File: src/rtl/slow_peripheral_responder_pkg.sv
// Shared constants, FSM state type and address-decode helper for the
// slow peripheral responder.
package slow_peripheral_pkg;

   localparam int ADDR_W   = 12;
   localparam int DATA_W   = 32;
   localparam int NUM_REGS = 16;

   localparam logic [DATA_W-1:0] ID_VALUE = 32'h5150_0001;

   typedef enum logic {
      ST_IDLE  = 1'b0,
      ST_STALL = 1'b1
   } wait_state_e;

   // True when the word address falls inside the 16-word register map.
   function automatic logic is_reg_word(input logic [ADDR_W-1:0] addr);
      return (addr < ADDR_W'(NUM_REGS));
   endfunction

endpackage

File: src/rtl/slow_peripheral_responder_if.sv
// Memory-mapped slave bus between a master and the slow peripheral.
interface slow_peripheral_responder_if;
   import slow_peripheral_pkg::*;

   logic [ADDR_W-1:0] slave_address;
   logic [3:0]        slave_byteenable;
   logic              slave_read;
   logic              slave_write;
   logic [DATA_W-1:0] slave_writedata;
   logic              slave_waitrequest;
   logic [DATA_W-1:0] slave_readdata;
   logic              slave_readdatavalid;
   logic              slave_endofpacket;

   modport master (
      output slave_address, slave_byteenable, slave_read, slave_write, slave_writedata,
      input  slave_waitrequest, slave_readdata, slave_readdatavalid, slave_endofpacket
   );

   modport slave (
      input  slave_address, slave_byteenable, slave_read, slave_write, slave_writedata,
      output slave_waitrequest, slave_readdata, slave_readdatavalid, slave_endofpacket
   );

endinterface

File: src/rtl/slow_peripheral_responder_rdpipe.sv
// Fixed-latency read response pipeline: valid/data/eop shift DEPTH stages.
// Data and eop are stored as zero in empty stages so the outputs are zero
// whenever valid is low; the clear also masks the outputs combinationally.
module slow_peripheral_responder_rdpipe
   import slow_peripheral_pkg::*;
#(
   parameter int DEPTH = 2
) (
   input  logic              clk,
   input  logic              clr_i,
   input  logic              in_valid_i,
   input  logic [DATA_W-1:0] in_data_i,
   input  logic              in_eop_i,
   output logic              out_valid_o,
   output logic [DATA_W-1:0] out_data_o,
   output logic              out_eop_o
);

   logic [DEPTH-1:0]  valid_q;
   logic [DEPTH-1:0]  eop_q;
   logic [DATA_W-1:0] data_q [DEPTH];

   // Shift every stage by one per cycle; clear drops all in-flight responses.
   always_ff @(posedge clk) begin
      if (clr_i) begin
         valid_q <= '0;
         eop_q   <= '0;
         for (int i = 0; i < DEPTH; i++) begin
            data_q[i] <= '0;
         end
      end else begin
         valid_q[0] <= in_valid_i;
         eop_q[0]   <= in_valid_i & in_eop_i;
         data_q[0]  <= in_valid_i ? in_data_i : '0;
         for (int i = 1; i < DEPTH; i++) begin
            valid_q[i] <= valid_q[i-1];
            eop_q[i]   <= eop_q[i-1];
            data_q[i]  <= data_q[i-1];
         end
      end
   end

   assign out_valid_o = valid_q[DEPTH-1] & ~clr_i;
   assign out_eop_o   = eop_q[DEPTH-1] & ~clr_i;
   assign out_data_o  = clr_i ? '0 : data_q[DEPTH-1];

endmodule

File: src/rtl/slow_peripheral_responder.sv
// Slow register-file peripheral: inserts WAIT_STATES stall cycles per
// transfer, returns reads READ_LATENCY cycles after acceptance.
module slow_peripheral_responder
   import slow_peripheral_pkg::*;
#(
   parameter int WAIT_STATES  = 1,
   parameter int READ_LATENCY = 2
) (
   input  logic                        clk,
   input  logic                        reset,
   slow_peripheral_responder_if.slave  bus
);

   localparam logic [3:0] WAIT_LIM = WAIT_STATES[3:0];

   wait_state_e       state_q, state_d;
   logic [3:0]        wait_cnt_q, wait_cnt_d;
   logic [15:0]       wr_cnt_q;
   logic [DATA_W-1:0] regs_q [NUM_REGS];

   logic              req;
   logic              accept;
   logic              wr_acc;
   logic              rd_acc;
   logic              mapped;
   logic [3:0]        word_idx;
   logic [DATA_W-1:0] rd_data;
   logic              rd_eop;

   assign req      = bus.slave_read | bus.slave_write;
   assign mapped   = is_reg_word(bus.slave_address);
   assign word_idx = bus.slave_address[3:0];

   // Stall is purely combinational; reset holds any present request off.
   generate
      if (WAIT_STATES == 0) begin : g_no_wait
         assign bus.slave_waitrequest = 1'b0;
      end else begin : g_wait
         assign bus.slave_waitrequest = req & (reset | (wait_cnt_q != WAIT_LIM));
      end
   endgenerate

   // Nothing is accepted while reset is high, even with zero wait states.
   assign accept = req & ~bus.slave_waitrequest & ~reset;
   // A simultaneous read+write is a write only.
   assign wr_acc = accept & bus.slave_write;
   assign rd_acc = accept & bus.slave_read & ~bus.slave_write;

   // Wait FSM next state: count stall cycles, restart on accept or request drop.
   always_comb begin
      state_d    = state_q;
      wait_cnt_d = wait_cnt_q;
      case (state_q)
         ST_IDLE, ST_STALL: begin
            if (accept) begin
               state_d    = ST_IDLE;
               wait_cnt_d = 4'd0;
            end else if (req) begin
               state_d    = ST_STALL;
               wait_cnt_d = wait_cnt_q + 4'd1;
            end else begin
               state_d    = ST_IDLE;
               wait_cnt_d = 4'd0;
            end
         end
         default: begin
            state_d    = ST_IDLE;
            wait_cnt_d = 4'd0;
         end
      endcase
   end

   // Wait FSM state register.
   always_ff @(posedge clk) begin
      if (reset) begin
         state_q    <= ST_IDLE;
         wait_cnt_q <= 4'd0;
      end else begin
         state_q    <= state_d;
         wait_cnt_q <= wait_cnt_d;
      end
   end

   // Register file: only words 2..15 are writable, per enabled byte lane.
   always_ff @(posedge clk) begin
      if (reset) begin
         for (int i = 0; i < NUM_REGS; i++) begin
            regs_q[i] <= '0;
         end
      end else if (wr_acc && mapped && (word_idx >= 4'd2)) begin
         for (int b = 0; b < 4; b++) begin
            if (bus.slave_byteenable[b]) begin
               regs_q[word_idx][b*8 +: 8] <= bus.slave_writedata[b*8 +: 8];
            end
         end
      end
   end

   // Accepted-write counter, any address, wraps naturally at 16 bits.
   always_ff @(posedge clk) begin
      if (reset) begin
         wr_cnt_q <= 16'd0;
      end else if (wr_acc) begin
         wr_cnt_q <= wr_cnt_q + 16'd1;
      end
   end

   // Read decode sampled at acceptance; unmapped words read as zero.
   always_comb begin
      rd_data = '0;
      rd_eop  = 1'b0;
      if (mapped) begin
         case (word_idx)
            4'd0:    rd_data = ID_VALUE;
            4'd1:    rd_data = {16'h0000, wr_cnt_q};
            default: rd_data = regs_q[word_idx];
         endcase
         rd_eop = (word_idx == 4'd15);
      end
   end

   slow_peripheral_responder_rdpipe #(
      .DEPTH (READ_LATENCY)
   ) u_rdpipe (
      .clk         (clk),
      .clr_i       (reset),
      .in_valid_i  (rd_acc),
      .in_data_i   (rd_data),
      .in_eop_i    (rd_eop),
      .out_valid_o (bus.slave_readdatavalid),
      .out_data_o  (bus.slave_readdata),
      .out_eop_o   (bus.slave_endofpacket)
   );

endmodule

File: src/flat_wrapper.sv
// flat-port wrapper written by rule: the top's interface ports become plain ports
module slow_peripheral_responder_flat import slow_peripheral_pkg::*;
#(
   parameter int WAIT_STATES  = 1,
   parameter int READ_LATENCY = 2
)
  (clk, reset, bus_slave_address, bus_slave_byteenable, bus_slave_read, bus_slave_write, bus_slave_writedata, bus_slave_waitrequest, bus_slave_readdata, bus_slave_readdatavalid, bus_slave_endofpacket);
  slow_peripheral_responder_if bus_i ();
  input  logic clk;
  input  logic reset;
  input wire logic [$bits(bus_i.slave_address)-1:0] bus_slave_address;
  input wire logic [$bits(bus_i.slave_byteenable)-1:0] bus_slave_byteenable;
  input wire logic [$bits(bus_i.slave_read)-1:0] bus_slave_read;
  input wire logic [$bits(bus_i.slave_write)-1:0] bus_slave_write;
  input wire logic [$bits(bus_i.slave_writedata)-1:0] bus_slave_writedata;
  output wire logic [$bits(bus_i.slave_waitrequest)-1:0] bus_slave_waitrequest;
  output wire logic [$bits(bus_i.slave_readdata)-1:0] bus_slave_readdata;
  output wire logic [$bits(bus_i.slave_readdatavalid)-1:0] bus_slave_readdatavalid;
  output wire logic [$bits(bus_i.slave_endofpacket)-1:0] bus_slave_endofpacket;
  assign bus_i.slave_address = bus_slave_address;
  assign bus_i.slave_byteenable = bus_slave_byteenable;
  assign bus_i.slave_read = bus_slave_read;
  assign bus_i.slave_write = bus_slave_write;
  assign bus_i.slave_writedata = bus_slave_writedata;
  assign bus_slave_waitrequest = bus_i.slave_waitrequest;
  assign bus_slave_readdata = bus_i.slave_readdata;
  assign bus_slave_readdatavalid = bus_i.slave_readdatavalid;
  assign bus_slave_endofpacket = bus_i.slave_endofpacket;
  slow_peripheral_responder #(.WAIT_STATES(WAIT_STATES), .READ_LATENCY(READ_LATENCY)) u_core (.clk(clk), .reset(reset), .bus(bus_i));
endmodule
File: config.mk
export PLATFORM = sky130hd
export DESIGN_NAME = slow_peripheral_responder_flat
export DESIGN_NICKNAME = d
export VERILOG_FILES = /design/src/rtl/slow_peripheral_responder_pkg.sv /design/src/rtl/slow_peripheral_responder_if.sv /design/src/rtl/slow_peripheral_responder_rdpipe.sv /design/src/rtl/slow_peripheral_responder.sv /design/src/flat_wrapper.sv
export SDC_FILE = /design/constraint.sdc
export NUM_CORES = 1
export LEC_CHECK = 0
export CELL_PAD_IN_SITES_DETAIL_PLACEMENT = 0
export CELL_PAD_IN_SITES_GLOBAL_PLACEMENT = 1
export CORE_UTILIZATION = 36
export CTS_CLUSTER_DIAMETER = 120
export CTS_CLUSTER_SIZE = 14
export DETAILED_ROUTE_END_ITERATION = 16
export PLACE_DENSITY = 0.64
export SKIP_LAST_GASP = 1
export SYNTH_ARGS = -nofsm -noshare
export SYNTH_HDL_FRONTEND = slang
export SYNTH_SLANG_ARGS = --single-unit
File: constraint.sdc
create_clock -name clk -period 3.35 [get_ports clk]
set_clock_uncertainty 0.15 [all_clocks]
set_input_delay 0.335 -clock clk [delete_from_list [all_inputs] [get_ports clk]]
set_output_delay 0.335 -clock clk [all_outputs]
set_load 0.02 [all_outputs]
==> qor.yml, run 1 <==
clocking:
  cts-root-to-sink-buffers: 3
  path_clk_slew_ns: 0.07
  cts_tree: "built"
  numCtsBuffers: 47
  cts-resized-gates: 0
  cts_num_sinks: 588
  clkLatencyLatePin_ns: 0.60
  clock-root-buffer: "clkbuf_16"
  ctsHtreeMaxLevel: 2
hold_path:
  hold_end: "u_core.u_rdpipe.data_q[0][0]$_SDFF_PP0_"
  hold_path_depth: 5
  holdCritStartpoint: "bus_slave_address[3]"
  min_path_type: "input pin to flop"
cells_and_area:
  syn_to_final_growth_pct: 16.2
  final_nets: 1964
  antenna_cells: 0
  drive_gt1_share_pct: 17.6
setup_path:
  endpoint_kind: "output pin"
  worstRegToRegCells: 6
  critical_path_required_ns: 2.86
  crit_arrival_ns: 2.69
  crit_path_start_kind: "flop"
  cp_max_fo: 9
  reg2reg_from: "u_core.wait_cnt_q[0]$_SDFF_PP0_"
  r2r_end: "u_core.regs_q[3][7]$_SDFFCE_PN0P_"
  rrSetupSlack_ns: 0.37
  path_class: "flop to output pin"
sta:
  fmax_mhz: 315
  finalSetupViolCount: 0
  hold_viol_final: 0
  whs_ns: 0.256
  finalCritPeriodShare_pct: 94.7
  rsz0062_at_grt: "false"
  slew_headroom_pct: 39.6
  tightest_slew_ns: 0.905
  min_period_ns: 3.17
  slew_violations: 0
  final.setup.tns_ns: 0
  layout_setup_ws_ns: 0.176
power:
  power.density_mw_per_mm2: 498
  ir_drop_mv: 0.355
  p_leak_nw: 9.68
  power_mw: 14.4
floorplanning:
  initial_core_util_pct: 36.3
  dieArea_mm2: 0.0701
  core_area_mm2: 0.0685
  die_x_um: 265
  die_h_um: 265
  ios: 87
  rows: 96
run:
  timing.max_cap.violations: 0
yosys:
  yosysUniqueCellTypes: 50
  syn_area_per_cell_um2: 14.3
  netlist_area_mm2: 0.0249
  yosysWarnings: 0
  netlist_instances: 1743
  seq_area_frac_synth_pct: 67.4
  ys_ff_latch: 588
placement:
  post-dp-hpwl_um: 42400
  io_buffers: 86
  gp_congestion: 0.796
  pre_cts_slack_ns: 0.206
grt:
  grt_max_degree: 119
  grtUsageMet1_pct: 24.8
  grt_util_all_layers_pct: 17.9
  first_global_vias: 14800
  overflow: 0
  met3_usage_pct: 2.57
  antenna_found_initial: 0
  grt_pass1_wl_um: 93800
  grtUsageMet2_pct: 29.3
  grt_busiest_layer: "met2"
route:
  drc_errors: 0
  vias: 14700
  drt_wl_total_um: 62300
  routed_via_density: 5.19
  post_drt_wl_per_cell_um: 22.0
  ant_nets: 0
  drt_iter0_markers: 1321
  dr.pass1.iters: 5
run_status:
  outcome: "completed"
per-stage QoR:
stage,util [%],cell area (um2),std cells
final,42.2,28900,2829
after global routing,42.2,28900,2829
after CTS,42.2,28900,2829
after detailed placement,40.2,27500,2741
after global placement,40.2,27500,2741
after floorplan,-,25100,1794
layout make-up:
| type | count | area [um2] |
|---|---|---|
| timing repair buffer | 223 | 2050 |
| clock buffer | 87 | 1370 |
| inverter | 5 | 18.8 |
| tap | 882 | 1100 |
| multi-input combinational | 1044 | 7590 |
| sequential | 588 | 16800 |
| fill | 6257 | 39600 |
worst max path at each step:
stage / start / depth (start not counted) / to / slack (ns)
global route: u_core.wait_cnt_q[0]$_SDFF_PP0_ / 5 / bus_slave_waitrequest / 0.07
floorplan: bus_slave_address[11] / 4 / u_core.regs_q[3][16]$_SDFFCE_PN0P_ / 0.78
CTS: u_core.wait_cnt_q[0]$_SDFF_PP0_ / 5 / bus_slave_waitrequest / 0.18
finish: u_core.wait_cnt_q[0]$_SDFF_PP0_ / 5 / bus_slave_waitrequest / 0.18
detailed placement: bus_slave_address[11] / 8 / u_core.regs_q[7][16]$_SDFFCE_PN0P_ / 0.21
global placement: bus_slave_address[11] / 8 / u_core.regs_q[7][1]$_SDFFCE_PN0P_ / 0.17
logic make-up after synthesis:
family / count (synthesis) / synth area share [%]
buffers and inverters: 162 / 2.83
xor gates and xnor gates: 8 / 0.282
AOI/OAI and AO/OA: 126 / 3.60
adders and majority gates: 3 / 0.151
DFF: 588 / 67.4
other: 1 / 0.0151
muxes: 163 / 12.8
and+or+nand+nor: 692 / 12.9
where the power goes:
group          switching [mW]  internal (mW)
sequential             0.0708           8.15
combinational           0.504          0.404
clock                    2.53           2.74
total                    3.11           11.3
synth_stat cells (all sizes together):
library cell	instances	area share (%)
and2	77	1.9
and3	4	0.10
o21bai	47	1.4
mux4	122	11
clkbuf	91	1.4
o21ai	5	0.10
buf	66	1.4
xor2	7	0.25
nor2b	72	1.8
conb	1	0.015
nand3	35	0.72
nand4	13	0.33
or2	9	0.23
o22ai	10	0.25
and4	6	0.21
o311ai	1	0.035
mux2i	28	1.1
nand3b	1	0.030
inv	4	0.060
nor2	405	6.2
nand2b	2	0.050
or4	7	0.24
nor3	1	0.020
nand2	47	0.71
mux2	13	0.59
nor4	2	0.050
or3	9	0.23
a22oi	23	0.69
xnor2	1	0.035
dfxtp	88	7.1
clkinv	1	0.015
a31oi	1	0.025
o221ai	7	0.25
ha	3	0.15
nor3b	1	0.030
o31ai	4	0.12
edfxtp	500	60
nor4b	1	0.060
o211ai	8	0.30
a21oi	20	0.40
worst max-delay path, stage by stage, from the launching register on:
cell	delay [ns]
dfxtp_1	0.39
ha_1	0.19
nor4b_4	0.64
buf_4	0.26
nor2_1	0.05
clkdlybuf4s50_1	0.55
repair_timing:
| item | 4_1_cts | 5_1_grt |
|---|---|---|
| setup buffers | 0 | 0 |
| hold buffers | 1 | 0 |
| hold endpoints to repair | 1 | 0 |
state kept, by name, indices dropped and copies added (netlist names):
register and count:
u_core.u_rdpipe.valid_q 2, u_core.wait_cnt_q 4, u_core.regs_q 500, u_core.u_rdpipe.data_q 64
u_core.u_rdpipe.eop_q 2, u_core.wr_cnt_q 16
cells in the final DEF (no fill, tap or decap), types with 3 or more instances in the layout:
cell type,n
nand4_1,13
dfxtp_1,88
or3_1,9
o22ai_1,10
o211ai_1,5
o21bai_1,47
nand3_1,34
or4_1,5
edfxtp_1,500
nor2_1,402
clkbuf_16,49
inv_1,4
and2_1,77
o221ai_1,7
and4_1,6
buf_4,124
mux2_2,13
a22oi_1,23
o31ai_1,4
conb_1,52
nor2b_1,72
mux2i_1,28
buf_12,13
mux4_2,122
a21oi_1,20
nand2_1,47
xor2_1,7
or2_2,8
and3_1,4
ha_1,3
o211ai_2,3
o21ai_0,5
clkdlybuf4s50_1,82
clkbuf_1,38
layer usage:
layer | up-vias | routed length [um]
li1 | 6635 | -
met1 | 7501 | 27200
met2 | 460 | 30100
met3 | 81 | 3590
met4 | 0 | 1480
met5 | - | 0
Power figures use the tool's default switching activity.
==> inputs of run 2 (changes only) <==
ABC_AREA = 1   (was unset)
PLACE_DENSITY = 0.68   (was 0.64)
==> run 2 against run 1 <==
Clock-buffer cell count fell by 16; final cell count increased by 39%; utilization fell by 0.78 points; combinational power rose by 16%; register-to-register slack better by 0.30 ns; non-clock buffer count is 81 lower; global-route usage up 2.4 points; critical path depth increased by 3; cell area rose by 2.8%; area after synthesis increased by 5.3%; via count up 31%; hold slack lost 0.13 ns.
==> qor.yml, run 2 <==
route:
  ant_nets: 0
  post_drt_wl_per_cell_um: 19.1
  vias: 19300
  drc_errors: 0
  routed_via_density: 4.89
  dr.pass1.iters: 5
  drt_wl_total_um: 75300
  drt_iter0_markers: 1629
setup_path:
  cp_top_family: "simple AND/OR/NAND/NOR gates"
  critical_path_required_ns: 3.45
  slowest_delay_ns: 0.39
  crit_cells: 8
  path_class: "flop to flop"
  crit_arrival_ns: 2.78
  crit_buf_inv: 2
  endpoint_kind: "flop"
  cp_max_fo: 12
  slowest_stage: "dfxtp_1"
  path_cells: "ha_1 -> nand4_1 -> inv_2 -> nand3_2 -> nor2_2 -> buf_12 -> nand2_1 -> nand2_1"
  rrSetupSlack_ns: 0.67
  crit_path_start_kind: "flop"
  crit_path_frequent_cell: "nand2_1"
  worstRegToRegCells: 8
sta:
  slew_headroom_pct: 21.1
  fmax_mhz: 373
  tightest_slew_ns: 1.18
  rsz0062_at_grt: "false"
  min_period_ns: 2.68
  final.setup.tns_ns: 0
  finalCritPeriodShare_pct: 80.1
  slew_violations: 0
  finalSetupViolCount: 0
  hold_viol_final: 0
placement:
  io_buffers: 86
  dpl_cell_area_mm2: 0.0284
  gp_congestion: 0.826
  post-dp-hpwl_um: 50100
yosys:
  yosysWarnings: 0
  yosysUniqueCellTypes: 27
  syn_area_per_cell_um2: 9.12
  netlist_area_mm2: 0.0262
  async_flop_share_pct: 0
  synthTopCellsByArea: "edfxtp_1 (59%), nand2_1 (16%), nor2_1 (8.6%), dfxtp_1 (6.7%), inv_1 (2.0%)"
  synth_flop_cell: "edfxtp_1"
  yosys.area.top_type_share_pct: 58.7
  ys_ff_latch: 600
  synth-edff-count: 512
  synth_commonest_cells: "nand2_1 (1133), nor2_1 (597), edfxtp_1 (512)"
  yosys.area.top_type: "edfxtp_1"
  seq_area_frac_synth_pct: 65.4
  netlist_instances: 2871
  yosysMostFrequentCell: "nand2_1"
floorplanning:
  die_h_um: 272
  die_x_um: 272
  rows: 98
  core_area_mm2: 0.0717
  dieArea_mm2: 0.0738
  initial_core_util_pct: 36.5
  ios: 87
clocking:
  cts_setup_buffers: 0
  clkLatencyLatePin_ns: 0.60
  cts-resized-gates: 0
  ctsHtreeMaxLevel: 2
  numCtsBuffers: 48
  cts-root-to-sink-buffers: 3
  cts_tree: "built"
  clock-root-buffer: "clkbuf_16"
  hold_buffers: 0
  cts_num_sinks: 600
  path_clk_slew_ns: 0.07
power:
  ir_drop_mv: 0.336
  power_mw: 14.8
  p_leak_nw: 12.5
  power.density_mw_per_mm2: 498
cells_and_area:
  largest_reg_flops: 512
  syn_to_final_growth_pct: 13.5
  multi_input_area_mm2: 0.00815
  postLayoutCoreUtil_pct: 41.4
  most-common-layout-cells: "nand2_1 (1133), nor2_1 (594), edfxtp_1 (512)"
  register_area_mm2: 0.0171
  largest-register: "u_core.regs_q"
  fillers: 7070
  final_nets: 3024
  reg.largest.list: "u_core.regs_q x512, u_core.u_rdpipe.data_q x64, u_core.wr_cnt_q x16"
  final_common_cell: "nand2_1"
  drive_gt1_share_pct: 5.55
  finalInstanceArea_mm2: 0.0297
grt:
  grt_max_degree: 142
  grt_util_all_layers_pct: 20.3
  first_global_vias: 18800
  antenna_found_initial: 0
  grt_pass1_wl_um: 113000
  overflow: 0
run:
  timing.max_cap.violations: 0
run_status:
  outcome: "completed"
hold_path:
  hold_path_depth: 6
  min_path_type: "input pin to flop"
==> run 2: changes by cell type after synthesis, moves of 23 or more <==
cell	before	now
a22oi_1	23	0
and2_1	77	0
buf_2	61	15
clkbuf_1	90	121
inv_1	4	138
mux2i_1	28	0
mux4_2	122	0
nand2_1	47	1133
nand2_2	0	38
nand3_1	34	76
nand4_1	13	67
nor2_1	402	597
nor2b_1	72	0
o21bai_1	47	1
==> run 2: routing by layer <==
layer | vias to the layer above | share of wire [%] | track usage [%] | routed length [um]
met3 | 81 | 6.2 | 2.61 | 4700
met5 | - | 0 | 0 | 0
met1 | 9280 | 45 | 28.4 | 34000
met4 | 0 | 1.7 | 4.75 | 1270
met2 | 649 | 47 | 33.4 | 35300
li1 | 9281 | - | - | -
==> run 2: cells by family (layout without fill, tap and decap cells) <==
logic type	count (synthesis)	after routing	synth area share, %
flip-flops	600	600	65.4
other	1	65	0.0143
AND/OR/NAND/NOR	1933	1933	29.3
XOR/XNOR	3	3	0.100
adder cells (fa/ha/maj)	3	3	0.143
AO/OA/AOI/OAI	32	32	0.631
buffers and inverters	299	357	4.43
==> run 2: path summary, 6_finish.rpt <==
kind	end	start
max	u_core.regs_q[5][7]$_SDFFCE_PN0P_	u_core.wait_cnt_q[0]$_SDFF_PP0_
min	u_core.wr_cnt_q[1]$_SDFFE_PP0N_	reset
min reg2reg	u_core.u_rdpipe.data_q[0][57]$_SDFF_PP0_	u_core.u_rdpipe.data_q[0][25]$_SDFF_PP0_
max reg2reg	u_core.regs_q[5][7]$_SDFFCE_PN0P_	u_core.wait_cnt_q[0]$_SDFF_PP0_
==> run 2: layout make-up <==
type                    instances  share of cell area [%]
clock inverters                 2                  0.0673
flip-flops and latches        600                    57.6
inverters                     142                    1.81
repair buffers                142                    4.58
diodes                          1                 0.00842
multi-input cells            2035                    27.4
clock buffers                  71                    4.47
well taps                     950                    4.00
==> run 2: report_power, final <==
group,switching (mW),internal [mW]
registers,0.0811,8.33
logic,0.799,0.247
clock network,2.61,2.72
==> run 2: stage by stage <==
stage	setup WS [ns]	std cells	hold WS [ns]
floorplan	1.23	2934	0.238
global placement	0.294	3869	0.244
detailed placement	0.265	3869	0.244
CTS	0.636	3942	0.107
global route	0.468	3942	0.145
finish	0.667	3943	0.123
==> run 2: worst min-delay path, stage by stage <==
cell and delay [ns]:
buf_4 0.11, inv_2 0.05, nand4_1 0.15, inv_2 0.08, nand2_1 0.06, nand2_1 0.04
